--- config.mk ---
export PLATFORM = sky130hd
export DESIGN_NAME = jt12_chacc_flat
export DESIGN_NICKNAME = d
export VERILOG_FILES = /design/src/rtl/jt12_chacc_if.sv /design/src/rtl/jt12_chacc.sv /design/src/flat_wrapper.sv
export SDC_FILE = /design/constraint.sdc
export NUM_CORES = 1
export LEC_CHECK = 0
export BUFFER_PORTS_ARGS = -buffer_cell sky130_fd_sc_hd__buf_2
export CAP_MARGIN = 20
export CORE_ASPECT_RATIO = 1.25
export CORE_MARGIN = 2
export CORE_UTILIZATION = 45
export CTS_BUF_LIST = sky130_fd_sc_hd__clkbuf_4
export CTS_CLUSTER_DIAMETER = 80
export CTS_CLUSTER_SIZE = 12
export DETAILED_ROUTE_END_ITERATION = 10
export PLACE_DENSITY = 0.72
export SLEW_MARGIN = 25
export SYNTH_ARGS = -nofsm -noshare
export SYNTH_HDL_FRONTEND = slang
export SYNTH_SLANG_ARGS = --single-unit
--- constraint.sdc ---
create_clock -name clk -period 12.8 [get_ports clk]
set_input_delay 1.28 -clock clk [delete_from_list [all_inputs] [get_ports clk]]
set_output_delay 1.28 -clock clk [all_outputs]
set_load 0.05 [all_outputs]
--- src/rtl/jt12_chacc_if.sv ---
// Slot-stream bus into the channel accumulator and its channel/mix results.
// The master drives the operator slot stream; the slave (accumulator) returns
// per-channel results and the per-frame left/right mix.
interface jt12_chacc_if #(
    parameter int MIX_W = 12
);
    logic                    zero;
    logic                    s1_enters;
    logic                    s3_enters;
    logic                    s2_enters;
    logic                    s4_enters;
    logic [2:0]              alg;
    logic [1:0]              rl;
    logic signed [8:0]       op_result;
    logic                    en_dac;
    logic signed [8:0]       dac_val;
    logic signed [8:0]       ch_out;
    logic [2:0]              ch_idx;
    logic                    ch_valid;
    logic signed [MIX_W-1:0] left;
    logic signed [MIX_W-1:0] right;
    logic                    sample;

    modport master (
        output zero, s1_enters, s3_enters, s2_enters, s4_enters,
        output alg, rl, op_result, en_dac, dac_val,
        input  ch_out, ch_idx, ch_valid, left, right, sample
    );

    modport slave (
        input  zero, s1_enters, s3_enters, s2_enters, s4_enters,
        input  alg, rl, op_result, en_dac, dac_val,
        output ch_out, ch_idx, ch_valid, left, right, sample
    );
endinterface

--- src/rtl/jt12_chacc.sv ---
// Channel accumulator: sums carrier operators per channel from the
// time-multiplexed operator stream (S1,S3,S2,S4 groups x 6 channels), clips
// to 9 bits, applies the ch5 DAC override and L/R panning, and produces one
// left/right mix per 24-slot frame.
module jt12_chacc #(
    parameter int NUM_CH = 6,
    parameter int MIX_W  = 12
) (
    input  logic         clk,
    input  logic         rst,
    input  logic         clk_en,
    jt12_chacc_if.slave  bus
);
    localparam int SUM_W = 12;
    localparam logic [2:0] CH_LAST = 3'(NUM_CH - 1);
    localparam logic signed [SUM_W-1:0] CLIP_HI = 12'sd255;
    localparam logic signed [SUM_W-1:0] CLIP_LO = -12'sd256;

    genvar gi;

    // channel tracking
    logic [2:0] ch_reg;
    logic [2:0] ch_cur;
    logic [2:0] ch_next;
    logic       last_ch;
    logic       synced_reg;
    logic       synced_now;

    // partial-sum store: stage 0 takes the new sum, the last stage is the
    // sum left by the same channel six slots ago
    logic signed [SUM_W-1:0] sum_reg [NUM_CH];
    logic signed [SUM_W-1:0] sum_in  [NUM_CH];
    logic signed [SUM_W-1:0] sum_head;
    logic signed [SUM_W-1:0] sum_next;
    logic signed [SUM_W-1:0] op_ext;
    logic signed [SUM_W-1:0] op_carrier;
    logic signed [SUM_W-1:0] final_sum;
    logic                    carrier;

    // channel value and mix
    logic signed [8:0]       clip_val;
    logic signed [8:0]       chan_val;
    logic signed [MIX_W-1:0] chan_ext;
    logic signed [MIX_W-1:0] add_l;
    logic signed [MIX_W-1:0] add_r;
    logic signed [MIX_W-1:0] mix_l_sum;
    logic signed [MIX_W-1:0] mix_r_sum;
    logic signed [MIX_W-1:0] mix_l_reg;
    logic signed [MIX_W-1:0] mix_r_reg;

    // registered outputs
    logic signed [8:0]       ch_out_reg;
    logic [2:0]              ch_idx_reg;
    logic                    ch_valid_reg;
    logic signed [MIX_W-1:0] left_reg;
    logic signed [MIX_W-1:0] right_reg;
    logic                    sample_reg;

    // Current channel: zero re-aligns the counter to ch0 in its own slot.
    // The zero slot also counts as synced so the frame it starts is emitted.
    always_comb begin
        ch_cur     = bus.zero ? 3'd0 : ch_reg;
        ch_next    = (ch_cur >= CH_LAST) ? 3'd0 : ch_cur + 3'd1;
        last_ch    = (ch_cur == CH_LAST);
        synced_now = synced_reg | bus.zero;
    end

    // Carrier mask: a higher algorithm number promotes more operators to carriers.
    always_comb begin
        carrier = 1'b0;
        if (bus.s4_enters)      carrier = 1'b1;
        else if (bus.s2_enters) carrier = (bus.alg >= 3'd4);
        else if (bus.s3_enters) carrier = (bus.alg >= 3'd5);
        else if (bus.s1_enters) carrier = (bus.alg == 3'd7);
    end

    // Partial-sum update and final clip. Four 9-bit terms fit in 12 bits, so
    // the accumulation never wraps before the clip.
    always_comb begin
        sum_head   = sum_reg[NUM_CH-1];
        op_ext     = {{(SUM_W-9){bus.op_result[8]}}, bus.op_result};
        op_carrier = carrier ? op_ext : '0;
        final_sum  = sum_head + op_ext;

        if (bus.s1_enters)                        sum_next = op_carrier;
        else if (bus.s3_enters || bus.s2_enters) sum_next = sum_head + op_carrier;
        else if (bus.s4_enters)                   sum_next = '0;
        else                                      sum_next = sum_head;

        if (final_sum > CLIP_HI)      clip_val = 9'sd255;
        else if (final_sum < CLIP_LO) clip_val = -9'sd256;
        else                          clip_val = final_sum[8:0];

        chan_val = (bus.en_dac && last_ch) ? bus.dac_val : clip_val;
        chan_ext = {{(MIX_W-9){chan_val[8]}}, chan_val};
        add_l    = bus.rl[1] ? chan_ext : '0;
        add_r    = bus.rl[0] ? chan_ext : '0;
        // zero starts a fresh mix so a partial frame after reset cannot leak in
        mix_l_sum = (bus.zero ? '0 : mix_l_reg) + add_l;
        mix_r_sum = (bus.zero ? '0 : mix_r_reg) + add_r;
    end

    // Shift-register wiring: new sum enters stage 0, every other stage takes its predecessor.
    generate
        for (gi = 0; gi < NUM_CH; gi++) begin : g_sum
            if (gi == 0) begin : g_first
                assign sum_in[gi] = sum_next;
            end else begin : g_rest
                assign sum_in[gi] = sum_reg[gi-1];
            end
        end
    endgenerate

    // Partial-sum shift register, advancing one stage per enabled slot.
    always_ff @(posedge clk) begin
        if (rst) begin
            for (int i = 0; i < NUM_CH; i++) sum_reg[i] <= '0;
        end else if (clk_en) begin
            for (int i = 0; i < NUM_CH; i++) sum_reg[i] <= sum_in[i];
        end
    end

    // Channel counter, sync flag, mix accumulators and registered outputs.
    always_ff @(posedge clk) begin
        if (rst) begin
            ch_reg       <= '0;
            synced_reg   <= 1'b0;
            mix_l_reg    <= '0;
            mix_r_reg    <= '0;
            ch_out_reg   <= '0;
            ch_idx_reg   <= '0;
            ch_valid_reg <= 1'b0;
            left_reg     <= '0;
            right_reg    <= '0;
            sample_reg   <= 1'b0;
        end else if (clk_en) begin
            ch_reg       <= ch_next;
            ch_valid_reg <= 1'b0;
            sample_reg   <= 1'b0;
            if (bus.zero) synced_reg <= 1'b1;

            if (bus.s4_enters) begin
                if (synced_now) begin
                    ch_out_reg   <= chan_val;
                    ch_idx_reg   <= ch_cur;
                    ch_valid_reg <= 1'b1;
                end
                if (last_ch) begin
                    mix_l_reg <= '0;
                    mix_r_reg <= '0;
                    if (synced_now) begin
                        left_reg   <= mix_l_sum;
                        right_reg  <= mix_r_sum;
                        sample_reg <= 1'b1;
                    end
                end else begin
                    mix_l_reg <= mix_l_sum;
                    mix_r_reg <= mix_r_sum;
                end
            end else if (bus.zero) begin
                mix_l_reg <= '0;
                mix_r_reg <= '0;
            end
        end
    end

    assign bus.ch_out   = ch_out_reg;
    assign bus.ch_idx   = ch_idx_reg;
    assign bus.ch_valid = ch_valid_reg;
    assign bus.left     = left_reg;
    assign bus.right    = right_reg;
    assign bus.sample   = sample_reg;
endmodule
--- src/flat_wrapper.sv ---
// flat-port wrapper written by rule: the top's interface ports become plain ports
module jt12_chacc_flat 
#(
    parameter int NUM_CH = 6,
    parameter int MIX_W  = 12
)
  (clk, rst, clk_en, bus_zero, bus_s1_enters, bus_s3_enters, bus_s2_enters, bus_s4_enters, bus_alg, bus_rl, bus_op_result, bus_en_dac, bus_dac_val, bus_ch_out, bus_ch_idx, bus_ch_valid, bus_left, bus_right, bus_sample);
  jt12_chacc_if #(.MIX_W(MIX_W)) bus_i ();
  input  logic clk;
  input  logic rst;
  input  logic clk_en;
  input wire logic [$bits(bus_i.zero)-1:0] bus_zero;
  input wire logic [$bits(bus_i.s1_enters)-1:0] bus_s1_enters;
  input wire logic [$bits(bus_i.s3_enters)-1:0] bus_s3_enters;
  input wire logic [$bits(bus_i.s2_enters)-1:0] bus_s2_enters;
  input wire logic [$bits(bus_i.s4_enters)-1:0] bus_s4_enters;
  input wire logic [$bits(bus_i.alg)-1:0] bus_alg;
  input wire logic [$bits(bus_i.rl)-1:0] bus_rl;
  input wire logic [$bits(bus_i.op_result)-1:0] bus_op_result;
  input wire logic [$bits(bus_i.en_dac)-1:0] bus_en_dac;
  input wire logic [$bits(bus_i.dac_val)-1:0] bus_dac_val;
  output wire logic [$bits(bus_i.ch_out)-1:0] bus_ch_out;
  output wire logic [$bits(bus_i.ch_idx)-1:0] bus_ch_idx;
  output wire logic [$bits(bus_i.ch_valid)-1:0] bus_ch_valid;
  output wire logic [$bits(bus_i.left)-1:0] bus_left;
  output wire logic [$bits(bus_i.right)-1:0] bus_right;
  output wire logic [$bits(bus_i.sample)-1:0] bus_sample;
  assign bus_i.zero = bus_zero;
  assign bus_i.s1_enters = bus_s1_enters;
  assign bus_i.s3_enters = bus_s3_enters;
  assign bus_i.s2_enters = bus_s2_enters;
  assign bus_i.s4_enters = bus_s4_enters;
  assign bus_i.alg = bus_alg;
  assign bus_i.rl = bus_rl;
  assign bus_i.op_result = bus_op_result;
  assign bus_i.en_dac = bus_en_dac;
  assign bus_i.dac_val = bus_dac_val;
  assign bus_ch_out = bus_i.ch_out;
  assign bus_ch_idx = bus_i.ch_idx;
  assign bus_ch_valid = bus_i.ch_valid;
  assign bus_left = bus_i.left;
  assign bus_right = bus_i.right;
  assign bus_sample = bus_i.sample;
  jt12_chacc #(.NUM_CH(NUM_CH), .MIX_W(MIX_W)) u_core (.clk(clk), .rst(rst), .clk_en(clk_en), .bus(bus_i));
endmodule
==> impl_results.md, run 1 <==
- Status: complete, no violations
- Hold Crit Depth: 2
- Critical Path RT: 13240 ps
- Post-synthesis cell type count: 56
- Initial antenna violation count: 0
- Die H: 148.7 um
- Sequential fraction of the synthesis area: 46.19%
- Seq cells post-synth: 138
- Setup-failing EPs final: 0
- # hold bufs at CTS: 0
- Setup Skew: 24.68 ps
- Post-route setup TNS: 0 ps
- Syn_area_per_cell: 9.643 um^2
- # rows: 52
- VDD IR-drop max: 0.04883 mV
- GRT Overall Usage: 19.79%
- Post-Route Utilization: 51.20%
- Fmax: 180.4 MHz
- Worst-margin pin slew: 995.7 ps
- Worst Hold Class: reg2reg
- Post_cts resized: 0
- Iteration-0 DRC Markers: 421
- Primary FF master, synth: edfxtp_1
- Dpl hpwl: 12070 um
- Antenna-violating nets left: 0
- FF-to-FF path depth: 19
- Sw Share: 29.33%
- Min-Delay Endpoint: u_core.bus.left[2]
- Total wire length: 17090 um
- Num ports: 70
- Reg2reg start: u_core.sum_reg[5][0]
- Clock buffer depth: 2
- # Post-CTS Setup Buffers: 0
- Max reg flops: 72
- P_sw: 288.0 uW
- Kind of critical path: in2reg
- Largest net degree at the start of global routing: 73
- Yosys warns: 0
- CORE AREA: 16330 um^2
- Clock buffer count from CTS: 17
- Vias/cell: 5.445
- Min cycle time layout: 5544 ps
- Max Slew Vio Count: 0
- Worst-skew pair later-pin latency: 550 ps
- Share of layout cells above drive strength 1: 14.05%
- Crit start category: input pin
- Int Power: 693.9 uW
- CTS Root Cell: clkbuf_4
- Critical Path Fanout Max: 8
- DRC Markers: 0
- Crit path DAT: 5980 ps
- Maxcap violations: 0
- Synth Cell Area: 7541 um^2
- Pwr Density: 117.4 nW/um^2
- Ys async rst share: 0%
- RD Place Congestion: 0.8604
- Gate power share: 19.6%
- Final hold viol count: 0
- Sink Count: 138
- Vias: 5826
- DIE WIDTH: 119.8 um
- DRT Pass-1 Iters: 5
- Flop pwr share: 50.7%
- Reg-to-reg endpoint: u_core.mix_l_reg[10]
- Reg clk slew, reported paths: 120 ps
- Initial core utilization: 46.18%
- Clock power frac: 29.7%
- Post-Synthesis Cells: 782
- Worst slew margin: 33.32%
- H-tree levels: 4
- IO Port Bufs: 69
- Ant. Diodes: 0
- Tcrit/Tclk final: 43.31%
- CTS tree: built
- Area of the die: 17820 um^2
- Vias in the first global route: 5660
- Worst R2R Setup Slack: 7610 ps
- Wire length per cell: 15.97 um
- Pleak: 3.516 nW
- Hold wc startpoint: u_core.bus.left[2]
- Fin nets: 924
- Syn_nets: 864
- First-pass GRT wire length: 27680 um
- Unrepaired setup endpoints after global routing: false
- Gr ovfl total: 0
- Overall Power: 981.9 uW
- Post-synth EDFFs: 72
- Layout area overhead: 10.87%
- Critical Path Sink Type: flop
[power by group through the flow]
stage | combinational [mW] | sequential (mW) | clock [mW]
2_1_floorplan | 0.137 | 0.513 | 0
3_3_place_gp | 0.189 | 0.507 | 0
3_5_place_dp | 0.191 | 0.507 | 0
4_1_cts | 0.192 | 0.498 | 0.297
5_1_grt | 0.213 | 0.500 | 0.315
6_report | 0.193 | 0.498 | 0.291
[logic make-up after synthesis]
family,synth area share (%)
AO/OA/AOI/OAI,16.46
adder cells (fa/ha/maj),8.694
buffers and inverters,2.638
flip-flops,46.19
AND/OR/NAND/NOR,21.69
XOR/XNOR,4.065
multiplexers,0.2655
[worst max path at each step]
| stage | cells past startpoint | endpoint | from |
|---|---|---|---|
| 2_1_floorplan | 20 | u_core.bus.left[11] | bus_op_result[0] |
| 3_3_place_gp | 20 | u_core.mix_l_reg[10] | bus_op_result[0] |
| 3_5_place_dp | 20 | u_core.mix_l_reg[10] | bus_op_result[0] |
| 4_1_cts | 20 | u_core.mix_l_reg[10] | bus_op_result[0] |
| 5_1_grt | 20 | u_core.mix_r_reg[10] | bus_op_result[0] |
| 6_report | 20 | u_core.mix_l_reg[10] | bus_op_result[0] |
[layout make-up]
cell class              instances  area (um^2)
fillers                      1503         7970
multi-input cells             591         3869
flip-flops and latches        138         3483
repair buffers                 74        382.9
well taps                     216        270.3
clock inverters                14        152.6
clock buffers                  17        127.6
inverters                      20        75.07
[cell usage in the layout (no fill, tap or decap), types with 5 or more instances in the layout]
cell type	n
a211oi_1	16
a21o_1	8
a21oi_1	65
a22o_1	18
and2_1	67
buf_2	69
buf_4	5
clkbuf_4	17
dfxtp_1	66
edfxtp_1	72
ha_1	46
inv_1	17
nand2_1	66
nand2b_1	8
nand3_1	8
nand3b_1	13
nor2_1	66
nor2b_1	33
nor3_1	30
o211ai_1	6
o21ai_0	28
o31ai_1	13
or3_1	5
xnor2_1	21
xor2_1	14
[metrics by stage]
stage	setup WS [ps]	instance area, um^2	hold WS (ps)	std cells
after CTS	7353	8361	460.8	1070
final	7256	8361	458.7	1070
after global routing	6872	8361	490.6	1070
after detailed placement	6728	8080	443.5	1039
after floorplan	7353	7541	434.5	782
after global placement	6834	8080	440.3	1039
[routing by layer]
layer | routed length, um | track usage, % | vias up
met2 | 8545 | 34.46 | 129
met4 | 427 | 8.176 | 0
met5 | 0 | 0 | -
met3 | 603 | 3.593 | 27
li1 | - | - | 2917
met1 | 7515 | 24.16 | 2753
[worst max-delay path: stages]
cell and delay [ps]:
buf_2 80, ha_1 190, inv_1 60, fa_1 400, nor2b_1 170, o2111ai_1 150
a31oi_1 190, nor2_1 70, xor2_1 160, o31ai_1 760, a21oi_1 250, nor3_1 230
ha_1 300, a21o_1 190, a21oi_1 250, o21bai_1 140, a2111oi_0 560, o31ai_1 180
xor2_1 180, a22o_1 190
[Yosys cell counts (13+ instances only)]
master    count  area share (%)
nor2b_1      35             2.9
dfxtp_1      66              18
o31ai_1      13             1.3
and2_1       67             5.6
ha_1         46             7.6
clkbuf_1     31             1.5
o21ai_0      28             1.9
nand2_1      66             3.3
a22o_1       18             2.1
xor2_1       14             1.6
nand3b_1     13             1.3
xnor2_1      21             2.4
edfxtp_1     72              29
nor3_1       30             2.0
a21oi_1      65             4.3
inv_1        18            0.90
a211oi_1     16             1.6
nor2_1       66             3.3
No activity file was read; power rests on OpenSTA's default activity.
==> run 2, diff against run 1 <==
--- a/config.mk
+++ b/config.mk
@@ -5,6 +5,7 @@
 export SDC_FILE = /design/constraint.sdc
 export NUM_CORES = 1
 export LEC_CHECK = 0
+export ABC_AREA = 1
 export BUFFER_PORTS_ARGS = -buffer_cell sky130_fd_sc_hd__buf_2
 export CAP_MARGIN = 20
 export CORE_ASPECT_RATIO = 1.25
@@ -14,7 +15,7 @@
 export CTS_CLUSTER_DIAMETER = 80
 export CTS_CLUSTER_SIZE = 12
 export DETAILED_ROUTE_END_ITERATION = 10
-export PLACE_DENSITY = 0.72
+export PLACE_DENSITY = 0.74
 export SLEW_MARGIN = 25
 export SYNTH_ARGS = -nofsm -noshare
 export SYNTH_HDL_FRONTEND = slang
==> constraint.sdc (replaced) <==
create_clock -name clk -period 5 [get_ports clk]
set_input_delay 0.5 -clock clk [delete_from_list [all_inputs] [get_ports clk]]
set_output_delay 0.5 -clock clk [all_outputs]
set_load 0.05 [all_outputs]
==> impl_results.md, run 2 <==
- H-tree levels: 4 (unchanged)
- Setup-failing EPs final: 0 (unchanged)
- Gr ovfl total: 0 (unchanged)
- Reg2reg start: u_core.sum_reg[5][0]
- Cell area after placement: 8705 um^2 (+7.7%)
- Status: complete, no violations
- Worst-margin pin slew: 870.6 ps (-125.1 ps)
- Synth area leader: edfxtp_1
- Post-synthesis cell type count: 45 (-20%)
- CP delay by family, top: simple AND/OR/NAND/NOR gates
- Post-Route Utilization: 51.17% (about the same)
- DRC Markers: 0 (unchanged)
- Vias/cell: 5.144 (-5.5%)
- # rows: 54 (+3.8%)
- Critical Path Sink Type: flop
- Critical Path RT: 5470 ps (-7770 ps)
- # hold bufs at CTS: 0 (unchanged)
- Num ports: 70 (unchanged)
- Crit start category: flop
- Reg clk slew, reported paths: 130 ps (about the same)
- RD Place Congestion: 0.9070 (+5.4%)
- Worst Slack Setup Final: 939.5 ps (-6317 ps)
- Seq cells post-synth: 138 (unchanged)
- VDD IR-drop max: 0.1289 mV (+160%)
- Buf/Inv on CP: 2 (unchanged)
- Vias in the first global route: 6821 (+21%)
- Max Slew Vio Count: 0 (unchanged)
- Yosys warns: 0 (unchanged)
- Fmax: 246.3 MHz
- Worst slew margin: 41.75% (+8.4 points)
- Unrepaired setup endpoints after global routing: false
- Pwr Density: 287.5 nW/um^2 (+140%)
- Largest net degree at the start of global routing: 72 (-1.4%)
- DIE WIDTH: 124.1 um (+3.6%)
- Post-Synthesis Cells: 1055 (+35%)
- Die H: 154.2 um (+3.7%)
- Setup Skew: 22.51 ps (-2.170 ps)
- Pleak: 4.262 nW (+21%)
- Maxcap violations: 0 (unchanged)
- GRT Overall Usage: 21.49% (+1.7 points)
- Syn_area_per_cell: 7.696 um^2 (-20%)
- Max reg flops: 72 (unchanged)
- Post-synth EDFFs: 72 (unchanged)
- Total wire length: 19860 um (+16%)
- CTS tree: built
- Place WS: 816.1 ps (-5912 ps)
- Wire length per cell: 14.62 um (-8.5%)
- Iteration-0 DRC Markers: 535 (+27%)
- Fin nets: 1202 (+30%)
- Reg-to-reg endpoint: u_core.bus.left[9]
- Critical path's largest stage delay: 440 ps (-320 ps)
- Top cell type's share of synthesized area: 26.63% (-2.0 points)
- Layout area overhead: 10.71%
- CORE AREA: 17570 um^2 (+7.6%)
- Sink Count: 138 (unchanged)
- Area of the die: 19140 um^2 (+7.4%)
- Primary FF master, synth: edfxtp_1
- DRT Pass-1 Iters: 5 (unchanged)
- Final non-filler cell area: 8989 um^2 (+7.5%)
- Share of layout cells above drive strength 1: 13.77% (-0.28 points)
- CP dominant cell by count: nand2_1
- Kind of critical path: reg2reg
- Post_cts resized: 0 (unchanged)
- Top-count cell post-synth: nand2_1
- Synth Cell Area: 8119 um^2 (+7.7%)
- First-pass GRT wire length: 32180 um (+16%)
- Most common cell after layout, fill and taps aside: nand2_1
- Initial core utilization: 46.22% (about the same)
- # Post-CTS Setup Buffers: 0 (unchanged)
- Min-Delay Endpoint: u_core.synced_reg
- Critical Path Fanout Max: 8 (unchanged)
- IO Port Bufs: 69 (unchanged)
- Initial antenna violation count: 1 (+1)
- Clock buffer depth: 2 (unchanged)
- Dpl hpwl: 14580 um (+21%)
- Antenna-violating nets left: 0 (unchanged)
- CTS Root Cell: clkbuf_4
- Top cells by count, synth: nand2_1 (194), inv_1 (176), nor2_1 (155)
- Commonest cells after routing, fill and taps aside: nand2_1 (194), inv_1 (175), nor2_1 (154)
- Hold Crit Depth: 3 (+1)
- Worst Hold Class: in2reg
- Worst-skew pair later-pin latency: 570 ps (+20 ps)
- Min cycle time layout: 4061 ps
- Crit path DAT: 4530 ps (-1450 ps)
- Crit-path slowest cell: fa_1
- Hold wc startpoint: clk_en
- Clock buffer count from CTS: 17 (unchanged)
- Worst R2R Setup Slack: 940 ps (-6670 ps)
- FF-to-FF path depth: 26 (+7)
- Post-route setup TNS: 0 ps (unchanged)
- Vias: 6986 (+20%)
- Ys async rst share: 0% (unchanged)
- Syn_nets: 1137 (+32%)
- Sequential fraction of the synthesis area: 42.90% (-3.3 points)
- Final hold viol count: 0 (unchanged)
- Dominant cells by area after synthesis: edfxtp_1 (27%), dfxtp_1 (16%), nand2_1 (9.0%)
- Tcrit/Tclk final: 81.21%
## run 2: where the power goes
part	total, mW	internal (mW)	switching [mW]
logic	0.558	0.173	0.384
clock network	0.753	0.312	0.440
registers	1.27	1.25	0.0241
## run 2: logic make-up after synthesis
| logic type | after synthesis | share of synthesized area, % |
|---|---|---|
| AND/OR/NAND/NOR | 431 | 22.22 |
| flip-flops | 138 | 42.90 |
| AO/OA/AOI/OAI | 201 | 14.36 |
| XOR/XNOR | 24 | 2.589 |
| adder cells (fa/ha/maj) | 50 | 8.075 |
| buffers and inverters | 211 | 9.847 |
## run 2: cell type report
| cell class | count | area [um^2] |
|---|---|---|
| inverters | 180 | 676.9 |
| clock inverters | 13 | 138.9 |
| diodes | 1 | 2.502 |
| multi-input cells | 706 | 3839 |
| well taps | 224 | 280.3 |
| clock buffers | 19 | 142.6 |
| repair buffers | 77 | 425.4 |
| flip-flops and latches | 138 | 3483 |
| fillers | 1721 | 8578 |
## run 2: metal layers
layer | GRT usage (%) | vias to the layer above | wire [um] | part of all wire (%)
met5 | 0 | - | 0 | 0
met4 | 9.042 | 0 | 641 | 3.2
met3 | 5.052 | 47 | 1062 | 5.3
met2 | 36.35 | 206 | 9692 | 49
met1 | 25.87 | 3191 | 8459 | 43
li1 | - | 3542 | - | -
## run 2: worst register-to-register path, cell delays in order, from the launching register on
cell and delay (ps):
edfxtp_1 430, ha_1 220, inv_1 60, fa_1 440, o21ai_2 200, nand2_1 60
nand2_1 70, xnor2_1 140, nand3_1 150, a21boi_4 240, nand2_1 100, nand2_2 110
nor2_1 50, ha_1 380, nand3_1 100, nand3_1 150, a21boi_1 110, o21ai_0 290
nand2_1 90, nand2_1 70, nand2_1 60, nand2_1 60, nand2_1 50, nand2_1 110
nand2_1 70, o211ai_1 80, inv_1 50
## run 2: worst max path at each step
stage | startpoint | endpoint | slack, ps | cells after the start
after global placement | bus_op_result[0] | u_core.bus.left[9] | 910 | 27
after floorplan | bus_zero | u_core.mix_r_reg[8] | 1090 | 25
after global routing | u_core.sum_reg[5][0] | u_core.bus.left[9] | 460 | 26
after CTS | u_core.sum_reg[5][0] | u_core.bus.left[9] | 970 | 26
final | u_core.sum_reg[5][0] | u_core.bus.left[9] | 940 | 26
after detailed placement | bus_op_result[0] | u_core.bus.left[9] | 820 | 27
## run 2: per-stage QoR
stage	std cells	hold WS, ps	total power [mW]
after floorplan	1055	425.9	1.695
after global placement	1324	436.9	1.840
after detailed placement	1325	444.2	1.849
after CTS	1357	158.2	2.597
after global routing	1358	197.1	2.715
final	1358	198.4	2.584
==> run 3, diff against run 2 <==
==> constraint.sdc (replaced) <==
create_clock -name clk -period 3.6 [get_ports clk]
set_input_delay 0.36 -clock clk [delete_from_list [all_inputs] [get_ports clk]]
set_output_delay 0.36 -clock clk [all_outputs]
set_load 0.05 [all_outputs]
==> impl_results.md, run 3 (same netlist as run 2, synthesis figures left out) <==
- IO Port Bufs: 69 (unchanged)
- Setup-failing EPs final: 11 (+11)
- DRC Markers: 0 (unchanged)
- Sink Count: 138 (unchanged)
- Failing checks: setup timing
- Tcrit/Tclk final: 102.7% (+21 points)
- DIE WIDTH: 124.1 um (unchanged)
- Maxcap violations: 0 (unchanged)
- Unrepaired setup endpoints after global routing: true
- Met1 Use GR: 27.72% (+1.9 points)
- Initial core utilization: 46.22% (unchanged)
- Met3 Use GR: 5.236% (+0.18 points)
- Final hold slack: 29.72 ps (-168.7 ps)
- Share of layout cells above drive strength 1: 29.58% (+16 points)
- Antenna-violating nets left: 0 (unchanged)
- DRT Pass-1 Iters: 7 (+2)
- Worst Slack Setup Final: -97.03 ps (-1037 ps)
- Clock power frac: 26.6% (-2.5 points)
- Worst slew margin: 38.59% (-3.2 points)
- Dpl hpwl: 15150 um (+3.9%)
- CTS tree: built
- Routing usage on met2: 37.86% (+1.5 points)
- Worst-skew pair later-pin latency: 580 ps (about the same)
- Pleak: 4.892 nW (+15%)
- Vias: 7589 (+8.6%)
- Fin nets: 1320 (+9.8%)
- Clock buffer depth: 2 (unchanged)
- Kind of critical path: reg2reg
- Min cycle time layout: 3697 ps (-363.5 ps)
- Reg clk slew, reported paths: 140 ps (about the same)
- Pwr Density: 381.0 nW/um^2 (+33%)
- Ant. Diodes: 0 (-1)
- GRT busiest layer: met2
- Critical Path Sink Type: flop
- CTS Root Cell: clkbuf_4
- Largest net degree at the start of global routing: 56 (-22%)
- # hold bufs at CTS: 0 (unchanged)
- Critical Path Fanout Max: 8 (unchanged)
- Cell area after placement: 9383 um^2 (+7.8%)
- Vias in the first global route: 7216 (+5.8%)
- Wire length per cell: 14.78 um (+1.1%)
- Post-Route Utilization: 59.07% (+7.9 points)
- Initial antenna violation count: 0 (-1)
- Worst-margin pin slew: 920.1 ps (+49.55 ps)
- Int Power: 2.645 mW (+52%)
- Total wire length: 21790 um (+9.8%)
- Layout Cells excl Fill: 1475 (+8.6%)
- Gate power share: 28.7% (+7.1 points)
- Setup Skew: 26.75 ps (+4.242 ps)
- Vias/cell: 5.145 (about the same)
- Max Slew Vio Count: 0 (unchanged)
- Commonest cells after routing, fill and taps aside: nand2_1 (172), inv_1 (172), nor2_1 (138)
- GRT Overall Usage: 22.77% (+1.3 points)
- Place WS: -242.1 ps (-1058 ps)
- RD Place Congestion: 0.9501 (+4.8%)
- Status: finished with violations
- Max reg flops: 72 (unchanged)
- Worst Hold Class: in2reg
- Clock buffer count from CTS: 17 (unchanged)
- # rows: 54 (unchanged)
- Crit start category: flop
- Sw Share: 33.11% (+0.27 points)
- Num ports: 70 (unchanged)
- Die H: 154.2 um (unchanged)
- Fillers: 1601 (-7.0%)
- Critical Path RT: 4120 ps (-1350 ps)
- P_sw: 1.309 mW (+54%)
- Post-Place Cells: 1416 (+6.9%)
- Crit path DAT: 4220 ps (-310 ps)
- Final hold viol count: 0 (unchanged)
- First-pass GRT wire length: 33900 um (+5.3%)
- Fmax: 270.5 MHz (+9.8%)
- Layout area overhead: 27.82%
- Gr ovfl total: 0 (unchanged)
- VDD IR-drop max: 0.2060 mV (+60%)
- Iteration-0 DRC Markers: 505 (-5.6%)
- CORE AREA: 17570 um^2 (unchanged)
- Area of the die: 19140 um^2 (unchanged)
- H-tree levels: 4 (unchanged)
- Final non-filler cell area: 10380 um^2 (+15%)
- Multi-input logic area: 4332 um^2 (+13%)
- Register area: 3483 um^2 (unchanged)
- Flop pwr share: 44.7% (-4.6 points)
[run 3: cell count changes in the layout (fill, tap and decap cells not counted), sizes merged]
cell / delta
inv: -4
diode: -1
clkinvlp: +5
clkbuf: -1
buf: +118
[run 3: final timing paths]
check	startpoint	end	slack [ps]	cells past startpoint
worst min register to register	u_core.mix_l_reg[9]	u_core.mix_l_reg[9]	460	2
worst min-delay path	clk_en	u_core.synced_reg	30	3
worst max register to register	u_core.sum_reg[5][0]	u_core.mix_r_reg[8]	-100	26
worst max-delay path	u_core.sum_reg[5][0]	u_core.mix_r_reg[8]	-100	26
[run 3: area by class of cell]
type                            instances  share of cell area, %
Sequential cell                       138                  33.57
Clock buffer                           18                  1.302
Inverter                              180                  6.523
Tap cell                              224                  2.701
Timing Repair Buffer                  195                  12.74
Clock inverter                         14                  1.423
Multi-Input combinational cell        706                  41.74
[run 3: what timing repair did]
item,in CTS,in global routing
buffers inserted,8,20
setup endpoints to repair,23,36
gates resized for setup,25,98
pin swaps,9,75
[run 3: layer usage]
| metal | up-vias | part of all wire (%) |
|---|---|---|
| met5 | - | 0 |
| met4 | 0 | 3.7 |
| met3 | 48 | 5.4 |
| met2 | 229 | 49 |
| met1 | 3530 | 42 |
| li1 | 3782 | - |
[run 3: worst max-delay path: stages, from the launching register on]
cell      delay [ps]
edfxtp_1         380
ha_2             190
inv_2             40
fa_2             410
o21ai_2          140
nand2_1           70
nand2_2           80
xnor2_2          140
nand3_2          120
a21boi_4         240
nand2_1          100
nand2_2          130
nor2_2            60
ha_1             350
inv_1             70
o21bai_1         210
nand3_1          150
nand3_2          110
nand2_1           50
nand2_1           50
nand2_1           70
nand2_2           80
xor2_2           160
nand2_1           60
nand2_1           70
nand2_1           40
o21ai_1           70
[run 3: power groups by stage]
stage                     Sequential (mW)  Combinational (mW)  Clock [mW]
after floorplan                      1.83               0.528           0
after global placement               1.80               0.935           0
after detailed placement             1.80               0.943           0
after CTS                            1.77               0.982        1.07
after global routing                 1.78                1.24        1.14
final                                1.77                1.13        1.05
[run 3: stage by stage]
| stage | TNS (ps) | power, mW |
|---|---|---|
| floorplan | 0 | 2.354 |
| global placement | -2927 | 2.734 |
| detailed placement | -4120 | 2.744 |
| CTS | 0 | 3.824 |
| global route | -7121 | 4.160 |
| finish | -351.4 | 3.954 |
